`config.mk`:
```
export PLATFORM = sky130hd
export DESIGN_NAME = bram_port_arbiter_flat
export DESIGN_NICKNAME = d
export VERILOG_FILES = /design/src/rtl/bram_port_arbiter_pkg.sv /design/src/rtl/bram_port_arbiter_if.sv /design/src/rtl/bram_port_arbiter_rr_pick.sv /design/src/rtl/bram_port_arbiter.sv /design/src/flat_wrapper.sv
export SDC_FILE = /design/constraint.sdc
export NUM_CORES = 1
export LEC_CHECK = 0
export BUFFER_PORTS_ARGS = -buffer_cell sky130_fd_sc_hd__buf_2
export CORE_AREA = 2 2 198 200
export DETAILED_ROUTE_END_ITERATION = 8
export DIE_AREA = 0 0 200 202
export PLACE_DENSITY = 0.36
export SKIP_CTS_REPAIR_TIMING = 1
export SYNTH_ARGS = -nofsm -noshare
export SYNTH_HDL_FRONTEND = slang
export SYNTH_SLANG_ARGS = --single-unit
```
`constraint.sdc`:
```
create_clock -name clk -period 9.7 [get_ports clk]
set_input_delay 1.94 -clock clk [delete_from_list [all_inputs] [get_ports clk]]
set_output_delay 1.94 -clock clk [all_outputs]
set_load 0.01 [all_outputs]
```
`src/rtl/bram_port_arbiter_pkg.sv`:
```
// Shared types and helpers for the block-RAM write-port arbiter.
// Holds the arbitration state encoding, the burst counter width and a constant clog2.
package bram_port_arbiter_pkg;

  typedef enum logic {
    ARB  = 1'b0,
    HOLD = 1'b1
  } arb_state_e;

  localparam int unsigned BURST_CNT_W = 8;

  function automatic int unsigned clog2(input int unsigned v);
    int unsigned r;
    int unsigned x;
    r = 0;
    x = v - 1;
    while (x > 0) begin
      r++;
      x = x >> 1;
    end
    return r;
  endfunction

endpackage

```
`src/rtl/bram_port_arbiter_if.sv`:
```
// Requester-side and RAM write-port signals of the arbiter, bundled as one interface.
// slave = arbiter side, master = client/RAM environment side.
interface bram_port_arbiter_if #(
  parameter int unsigned D_SIZE  = 64,
  parameter int unsigned Q_DEPTH = 8,
  parameter int unsigned N_REQ   = 4
);

  logic [N_REQ-1:0]         req;
  logic [N_REQ-1:0]         lock;
  logic [N_REQ-1:0]         we;
  logic [N_REQ*Q_DEPTH-1:0] addr;
  logic [N_REQ*D_SIZE-1:0]  din;
  logic [N_REQ-1:0]         gnt;
  logic [N_REQ-1:0]         rvalid;
  logic [D_SIZE-1:0]        rdata;
  logic                     bram_wr_en;
  logic [Q_DEPTH-1:0]       bram_wr_addr;
  logic [D_SIZE-1:0]        bram_wr_din;
  logic [D_SIZE-1:0]        bram_wr_dout;

  modport slave (
    input  req, lock, we, addr, din, bram_wr_dout,
    output gnt, rvalid, rdata, bram_wr_en, bram_wr_addr, bram_wr_din
  );

  modport master (
    output req, lock, we, addr, din, bram_wr_dout,
    input  gnt, rvalid, rdata, bram_wr_en, bram_wr_addr, bram_wr_din
  );

endinterface

```
`src/rtl/bram_port_arbiter_rr_pick.sv`:
```
// Rotating-priority pick: first set request at or above ptr_i, wrapping modulo N_REQ.
// Returns the winner as one-hot and as an index, plus a valid flag.
module bram_port_arbiter_rr_pick
  import bram_port_arbiter_pkg::*;
#(
  parameter  int unsigned N_REQ = 4,
  localparam int unsigned PW    = clog2(N_REQ)
) (
  input  logic [N_REQ-1:0] req_i,
  input  logic [PW-1:0]    ptr_i,
  output logic [N_REQ-1:0] gnt_o,
  output logic [PW-1:0]    idx_o,
  output logic             vld_o
);

  always_comb begin
    int unsigned c;
    c     = 0;
    gnt_o = '0;
    idx_o = '0;
    vld_o = 1'b0;
    for (int unsigned k = 0; k < N_REQ; k++) begin
      c = (int'(ptr_i) + k) % N_REQ;
      if (!vld_o && req_i[c]) begin
        vld_o    = 1'b1;
        gnt_o[c] = 1'b1;
        idx_o    = PW'(c);
      end
    end
  end

endmodule

```
`src/rtl/bram_port_arbiter.sv`:
```
// Round-robin arbiter for the shared write/read-back port of the block RAM, with
// lock-driven bursts of up to MAX_BURST beats and a one-cycle registered return path.
module bram_port_arbiter
  import bram_port_arbiter_pkg::*;
#(
  parameter int unsigned D_SIZE    = 64,
  parameter int unsigned Q_DEPTH   = 8,
  parameter int unsigned N_REQ     = 4,
  parameter int unsigned MAX_BURST = 8
) (
  input  logic                clk,
  input  logic                rst,
  bram_port_arbiter_if.slave  bus
);

  localparam int unsigned PW = clog2(N_REQ);
  localparam logic [BURST_CNT_W:0] BURST_LAST = (BURST_CNT_W+1)'(MAX_BURST);
  localparam bit BURSTS_ON = (MAX_BURST > 1);

  arb_state_e             state_q, state_d;
  logic [PW-1:0]          rr_ptr_q, rr_ptr_d;
  logic [PW-1:0]          owner_q, owner_d;
  logic [BURST_CNT_W-1:0] burst_cnt_q, burst_cnt_d;
  logic [N_REQ-1:0]       rvalid_q, rvalid_d;

  logic [N_REQ-1:0] gnt;
  logic [PW-1:0]    win_idx;
  logic             accept;
  logic [N_REQ-1:0] pick_gnt;
  logic [PW-1:0]    pick_idx;
  logic             pick_vld;

  function automatic logic [PW-1:0] wrap_inc(input logic [PW-1:0] i);
    return (i == PW'(N_REQ-1)) ? '0 : i + 1'b1;
  endfunction

  bram_port_arbiter_rr_pick #(
    .N_REQ (N_REQ)
  ) u_pick (
    .req_i (bus.req),
    .ptr_i (rr_ptr_q),
    .gnt_o (pick_gnt),
    .idx_o (pick_idx),
    .vld_o (pick_vld)
  );

  always_comb begin
    state_d     = state_q;
    rr_ptr_d    = rr_ptr_q;
    owner_d     = owner_q;
    burst_cnt_d = burst_cnt_q;
    gnt         = '0;
    win_idx     = '0;

    case (state_q)
      ARB: begin
        if (pick_vld) begin
          gnt     = pick_gnt;
          win_idx = pick_idx;
        end
      end
      HOLD: begin
        gnt     = N_REQ'(1) << owner_q;
        win_idx = owner_q;
      end
      default: ;
    endcase

    // Grant is combinational, so it must be masked directly while reset is held.
    if (rst) gnt = '0;

    accept   = |(bus.req & gnt);
    rvalid_d = bus.req & gnt;

    if (accept) rr_ptr_d = wrap_inc(win_idx);

    case (state_q)
      ARB: begin
        if (accept && bus.lock[win_idx] && BURSTS_ON) begin
          state_d     = HOLD;
          owner_d     = win_idx;
          burst_cnt_d = BURST_CNT_W'(1);
        end
      end
      HOLD: begin
        // In HOLD no accept means the owner dropped req; that also ends the burst.
        if (accept && bus.lock[owner_q]) begin
          burst_cnt_d = burst_cnt_q + 1'b1;
          if (({1'b0, burst_cnt_q} + 1'b1) == BURST_LAST) state_d = ARB;
        end else begin
          state_d = ARB;
        end
      end
      default: state_d = ARB;
    endcase
  end

  always_ff @(posedge clk or posedge rst) begin
    if (rst) begin
      state_q     <= ARB;
      rr_ptr_q    <= '0;
      owner_q     <= '0;
      burst_cnt_q <= '0;
      rvalid_q    <= '0;
    end else begin
      state_q     <= state_d;
      rr_ptr_q    <= rr_ptr_d;
      owner_q     <= owner_d;
      burst_cnt_q <= burst_cnt_d;
      rvalid_q    <= rvalid_d;
    end
  end

  assign bus.gnt          = gnt;
  assign bus.rvalid       = rvalid_q;
  assign bus.rdata        = bus.bram_wr_dout;
  assign bus.bram_wr_en   = accept & bus.we[win_idx];
  assign bus.bram_wr_addr = accept ? bus.addr[int'(win_idx)*Q_DEPTH +: Q_DEPTH] : '0;
  assign bus.bram_wr_din  = accept ? bus.din[int'(win_idx)*D_SIZE +: D_SIZE] : '0;

endmodule
```
`src/flat_wrapper.sv`:
```
// flat-port wrapper written by rule: the top's interface ports become plain ports
module bram_port_arbiter_flat import bram_port_arbiter_pkg::*;
#(
  parameter int unsigned D_SIZE    = 64,
  parameter int unsigned Q_DEPTH   = 8,
  parameter int unsigned N_REQ     = 4,
  parameter int unsigned MAX_BURST = 8
)
  (clk, rst, bus_req, bus_lock, bus_we, bus_addr, bus_din, bus_bram_wr_dout, bus_gnt, bus_rvalid, bus_rdata, bus_bram_wr_en, bus_bram_wr_addr, bus_bram_wr_din);
  bram_port_arbiter_if #(.D_SIZE(D_SIZE), .Q_DEPTH(Q_DEPTH), .N_REQ(N_REQ)) bus_i ();
  input  logic clk;
  input  logic rst;
  input wire logic [$bits(bus_i.req)-1:0] bus_req;
  input wire logic [$bits(bus_i.lock)-1:0] bus_lock;
  input wire logic [$bits(bus_i.we)-1:0] bus_we;
  input wire logic [$bits(bus_i.addr)-1:0] bus_addr;
  input wire logic [$bits(bus_i.din)-1:0] bus_din;
  input wire logic [$bits(bus_i.bram_wr_dout)-1:0] bus_bram_wr_dout;
  output wire logic [$bits(bus_i.gnt)-1:0] bus_gnt;
  output wire logic [$bits(bus_i.rvalid)-1:0] bus_rvalid;
  output wire logic [$bits(bus_i.rdata)-1:0] bus_rdata;
  output wire logic [$bits(bus_i.bram_wr_en)-1:0] bus_bram_wr_en;
  output wire logic [$bits(bus_i.bram_wr_addr)-1:0] bus_bram_wr_addr;
  output wire logic [$bits(bus_i.bram_wr_din)-1:0] bus_bram_wr_din;
  assign bus_i.req = bus_req;
  assign bus_i.lock = bus_lock;
  assign bus_i.we = bus_we;
  assign bus_i.addr = bus_addr;
  assign bus_i.din = bus_din;
  assign bus_i.bram_wr_dout = bus_bram_wr_dout;
  assign bus_gnt = bus_i.gnt;
  assign bus_rvalid = bus_i.rvalid;
  assign bus_rdata = bus_i.rdata;
  assign bus_bram_wr_en = bus_i.bram_wr_en;
  assign bus_bram_wr_addr = bus_i.bram_wr_addr;
  assign bus_bram_wr_din = bus_i.bram_wr_din;
  bram_port_arbiter #(.D_SIZE(D_SIZE), .Q_DEPTH(Q_DEPTH), .N_REQ(N_REQ), .MAX_BURST(MAX_BURST)) u_core (.clk(clk), .rst(rst), .bus(bus_i));
endmodule
```
Yosys cells after proc, flatten, opt, wreduce, memory -nomap -nowiden

Index checks and enable logic that the tools add are counted.

RAM bits: 0
Memory bits (read-only): 0
Memories: 0
Register bits after elaboration: 17
Input bits: 366
Word-level logic and storage cells: 98
Bits in latches: 0

Multiply operators: 0
Shift-type cells: 3
$add $sub $neg: 6
Muxes and demuxes: 49
Bitwise logic cells: 6
Div/mod/pow operators: 0
Reductions and logical operators: 15
Magnitude comparators: 10
Equality and inequality tests: 4

Operators with widths:

| operator                                                           | count |
|---|---|
| indexed part select 256 x 9 -> 64 bit                              | 1 |
| 2-to-1 mux 64 bit                                                  | 1 |
| indexed part select 32 x 6 -> 8 bit                                | 1 |
| 2-to-1 mux 4 bit                                                   | 6 |
| 2-to-1 mux 8 bit                                                   | 3 |
| less-than comparator 2 x 3 -> 1 bit (second input constant)        | 6 |
| 2-to-1 mux 1 bit                                                   | 18 |
| case mux 8 bit (2 select lines)                                    | 1 |
| binary-select mux 1 bit (select 2 bit)                             | 7 |
| 2-to-1 mux 2 bit                                                   | 6 |
| OR 4 bit                                                           | 3 |
| adder 8 x 1 -> 9 bit (second input constant)                       | 1 |
| == test 9 x 4 -> 1 bit (second input constant)                     | 1 |
| logical AND 1 bit                                                  | 9 |
| adder 8 x 1 -> 8 bit (second input constant)                       | 1 |
| demux 1 bit (select 2 bit)                                         | 4 |
| greater-or-equal comparator 2 x 1 -> 1 bit (second input constant) | 4 |
| case mux 4 bit (2 select lines)                                    | 1 |
| adder 2 x 1 -> 2 bit (second input constant)                       | 2 |
| adder 2 bit (second input constant)                                | 2 |
| bitwise AND 4 bit                                                  | 1 |
| case mux 2 bit (2 select lines)                                    | 1 |
| AND reduction 2 bit                                                | 2 |
| OR reduction 4 bit                                                 | 1 |
| other kinds (8)                                                    | 10 |

Depth between registers and ports, before layout

Depth in word-level cells: 20
Mapped depth: 15
Gate-level depth less buffers: 10

Hierarchy

From an unflattened synthesis, not the netlist that was laid out.

Cells, all modules: 402
Area total of the unflattened synthesis: 4331.7 um^2

By module, submodules not included:

| module                    | times used | area an instance (um^2) | cells an instance |
|---|---|---|---|
| bram_port_arbiter         | 1          | 3912.5                  | 357 |
| bram_port_arbiter_rr_pick | 1          | 419.2                   | 45 |

Least setup slack after synthesis

Ideal clock, no wire load.

Path kind: input port to output port
Start point: input port bus_req[2]
End point: output port bus_bram_wr_din[23]
Slack: 3.688 ns
Required time: 7.760 ns
Buffers on the path: 3
Arrival: 4.072 ns
Stages on the path: 9
Cells stage by stage: clkbuf_1 mux4_2 o31a_1 a21oi_1 o22a_1 buf_2 clkbuf_1 mux4_2 nor2b_1

Word-level cells in the longest chain between the ends: 18

RTL lines:

| item                                                                            | line                     | RTL |
|---|---|---|
| start: declaration                                                              | flat_wrapper.sv:13       | `input wire logic [$bits(bus_i.req)-1:0] bus_req;` |
| branches (longest 17 deep; another with binary-select mux 1 bit (select 2 bit)) | --                       |  |
| 2-to-1 mux 64 bit (*)                                                           | bram_port_arbiter.sv:119 | `assign bus.bram_wr_din = accept ? bus.din[int'(win_idx)*D_SIZE +: D_SIZE] : '0;` |
| end: declaration                                                                | flat_wrapper.sv:24       | `output wire logic [$bits(bus_i.bram_wr_din)-1:0] bus_bram_wr_din;` |

Every way passes the cells marked *. The select of a mux whose other input is x is not followed.

Final worst setup path

Start point: input port bus_req[3]
End point: output port bus_bram_wr_din[22]

The elaborated chain is that of the path after synthesis.

==> results.tsv <==
metric	value	unit
clk slew on worst S/H paths	0.05	ns
fraction of registers with async set/reset	1.00	
layout cells sized above 1	0.682	
TNS Setup	0	ns
drt drc	0	
status	completed	
fin crit period	7.01	ns
sequential area share after synthesis	0.0989	
CP startpoint kind	primary input	
Peak supply drop	0.147	mV
actual slew at the worst max-slew pin	1.00	ns
Hold WC Path Type	register to register	
all-layer global routing usage	0.119	
FF+latch count, synth	17	
FF-to-FF path depth	10	
clock tree buffer depth	2	
GRT Residual Overflow	0	
clock sinks	17	
Site Rows	72	
initial DRC count	242	
Post-synth EDFFs	0	
First-pass DRT Iterations	4	
# H-tree levels	1	
Worst Setup Path Type	primary input to output port	
placed cell areas	0.00626	mm2
Final Cell Area	0.00636	mm2
count of cell types in the netlist	53	
IO Pins	511	
initial antenna violation count	16	
clock latency at the later pin of the worst-skew pair	0.25	ns
top cell type's share of synthesized area	0.403	
largest net degree at the start of global routing	83	
final setup fails	0	
Die Ht	202	um
WP data required	7.76	ns
Core Box Area	0.0383	mm2
Leakage	2.97	nW
hold path depth	2	
Power per Cell Area	300	mW/mm2
root buffer cell	clkbuf_16	
hpwl dp	21800	um
GP Congestion	0.799	
WP data arrival	5.07	ns
fillcell total	4372	
mean post-synth cell area	10.3	um2
antenna viol nets, final	0	
CTS tree	built	
via count	4766	
relative slew slack	0.330	
fmax	143	MHz
syn_nets	794	
yosys synthesis warning count	0	
R2R Path End	u_core.burst_cnt_q[0]	
Total Power	0.00191	W
Synth-to-Final Area Change	48.0	%
prevailing post-synth register cell	dfrtp_1	
# port buffers	382	
RSZ-0062 raised after global routing	false	
FF+latch area	425	um2
total CTS buffers	3	
Initial Utilization	0.112	
internal reg-to-reg setup slack	5.25	ns
Hold Vio Cnt, Final	0	
Final #Nets	1087	
fin. max-slew vios	0	
vias in the first global route	5097	
Setup crit end kind	output port	
post-synth top area cell	mux4_2	
hold_sp	u_core.burst_cnt_q[6]	
Area contributors post-synth	mux4_2 (40%), buf_4 (12%), nor2b_1 (11%), dfrtp_1 (9.9%), ha_1 (2.9%)	
Die ar.	0.0404	mm2
final WL	25300	um
synthesized instance count	418	
Die X	200	um
worst r2r src	u_core.rr_ptr_q[1]	
vias per cell	3.85	
fin crit share	0.722	
worst hold endpoint	u_core.burst_cnt_q[6]	
multi-input logic area	0.00318	mm2
Max FO, Critical Path	82	
first-pass GRT wire length	35100	um
max cap viols	0	
DR WL/cell	20.5	um
worst clock skew	0.000885	ns
Netlist Area Pre-Place	0.00430	mm2
routing by layer:
metal / wire length [um] / vias up / part of all wire / track usage
li1: - / 2105 / - / -
met1: 10200 / 2374 / 0.40 / 0.149
met2: 11800 / 257 / 0.46 / 0.186
met3: 2990 / 22 / 0.12 / 0.0599
met4: 321 / 8 / 0.013 / 0.0198
met5: 54 / - / 0.0021 / 0
synth_stat cells, types with 2 or more instances:
cell type	n
ha_1	10
a32o_1	2
clkbuf_1	12
a22oi_1	2
o221ai_1	2
o211ai_1	2
and3b_1	3
buf_1	3
o22ai_1	2
mux2_4	2
nor2_1	13
o311ai_1	2
mux2_2	6
a31o_1	2
or2_2	2
buf_4	66
nor2b_1	75
nor3_1	3
buf_2	16
mux2i_1	3
inv_1	15
nand2b_1	6
nand2_1	15
a21oi_1	7
and3_1	3
mux4_2	77
o31ai_1	3
dfrtp_1	17
buf_6	2
a211o_1	2
o21a_1	2
nor3b_1	3
o21ai_0	10
a221o_1	2
nand3_1	8
power breakdown:
group          internal, W  switching, W  leakage [nW]
Sequential       0.0000934     0.0000383         0.221
Clock            0.0000552     0.0000284        0.0409
Combinational     0.000829      0.000864          2.71
Total             0.000978      0.000930          2.97
flip-flops by register name, indices dropped and copies added (netlist names):
name,cells
u_core.burst_cnt_q,8
u_core.bus.rvalid,4
u_core.rr_ptr_q,2
u_core.owner_q,2
u_core.state_q,1
kinds of logic after synthesis:
family / after synthesis / share of synthesized area
and+or+nand+nor: 139 / 0.188
buffers and inverters: 114 / 0.165
muxes: 89 / 0.436
AOI/OAI and AO/OA: 49 / 0.0832
DFF: 17 / 0.0989
adders and majority gates: 10 / 0.0291
cell usage in the layout (no fill, tap or decap), drive strengths merged, types with 3 or more instances in the layout:
| cell type | n |
|---|---|
| mux2 | 9 |
| nor2b | 75 |
| mux2i | 3 |
| nor3b | 3 |
| inv | 15 |
| ha | 10 |
| nor2 | 13 |
| a21oi | 7 |
| nand2b | 6 |
| nand2 | 15 |
| buf | 387 |
| nor3 | 4 |
| clkbuf | 3 |
| a22oi | 3 |
| dfrtp | 17 |
| and3 | 3 |
| and3b | 3 |
| nand3 | 8 |
| diode | 9 |
| mux4 | 77 |
| o21ai | 10 |
| o31ai | 3 |
critical path, stage by stage:
cell and delay (ns):
buf_2 0.19, mux4_2 0.55, a31o_1 0.21, a221o_1 0.29
a211o_1 0.35, a22oi_2 0.25, and3_4 0.86, nor2b_1 0.15
buf_2 0.20
cell type report:
type,count,share of cell area
Clock inverter,1,0.000786
Clock buffer,3,0.0118
Multi-Input combinational cell,287,0.500
Tap cell,518,0.102
Inverter,15,0.00885
Antenna cell,9,0.00354
Timing Repair Buffer,387,0.306
Sequential cell,17,0.0668
how the worst max path moves through the flow:
| stage | from | end | slack (ns) | depth (start not counted) |
|---|---|---|---|---|
| floorplan | bus_req[2] | bus_bram_wr_din[23] | 3.69 | 9 |
| global placement | bus_req[3] | bus_bram_wr_din[31] | 2.62 | 9 |
| detailed placement | bus_req[3] | bus_bram_wr_din[21] | 2.69 | 9 |
| CTS | bus_req[3] | bus_bram_wr_din[31] | 2.68 | 9 |
| global route | bus_req[3] | bus_bram_wr_din[21] | 2.53 | 9 |
| finish | bus_req[3] | bus_bram_wr_din[22] | 2.69 | 9 |
stage by stage:
stage	hold WS, ns	instances	utilization	setup WS, ns
3_3_place_gp	0.555	1224	0.164	2.62
2_1_floorplan	0.494	418	-	3.69
4_1_cts	0.581	1228	0.166	2.68
5_1_grt	0.630	1231	0.166	2.53
3_5_place_dp	0.561	1224	0.164	2.69
6_report	0.594	1237	0.166	2.69
No activity file was read; power rests on OpenSTA's default activity.
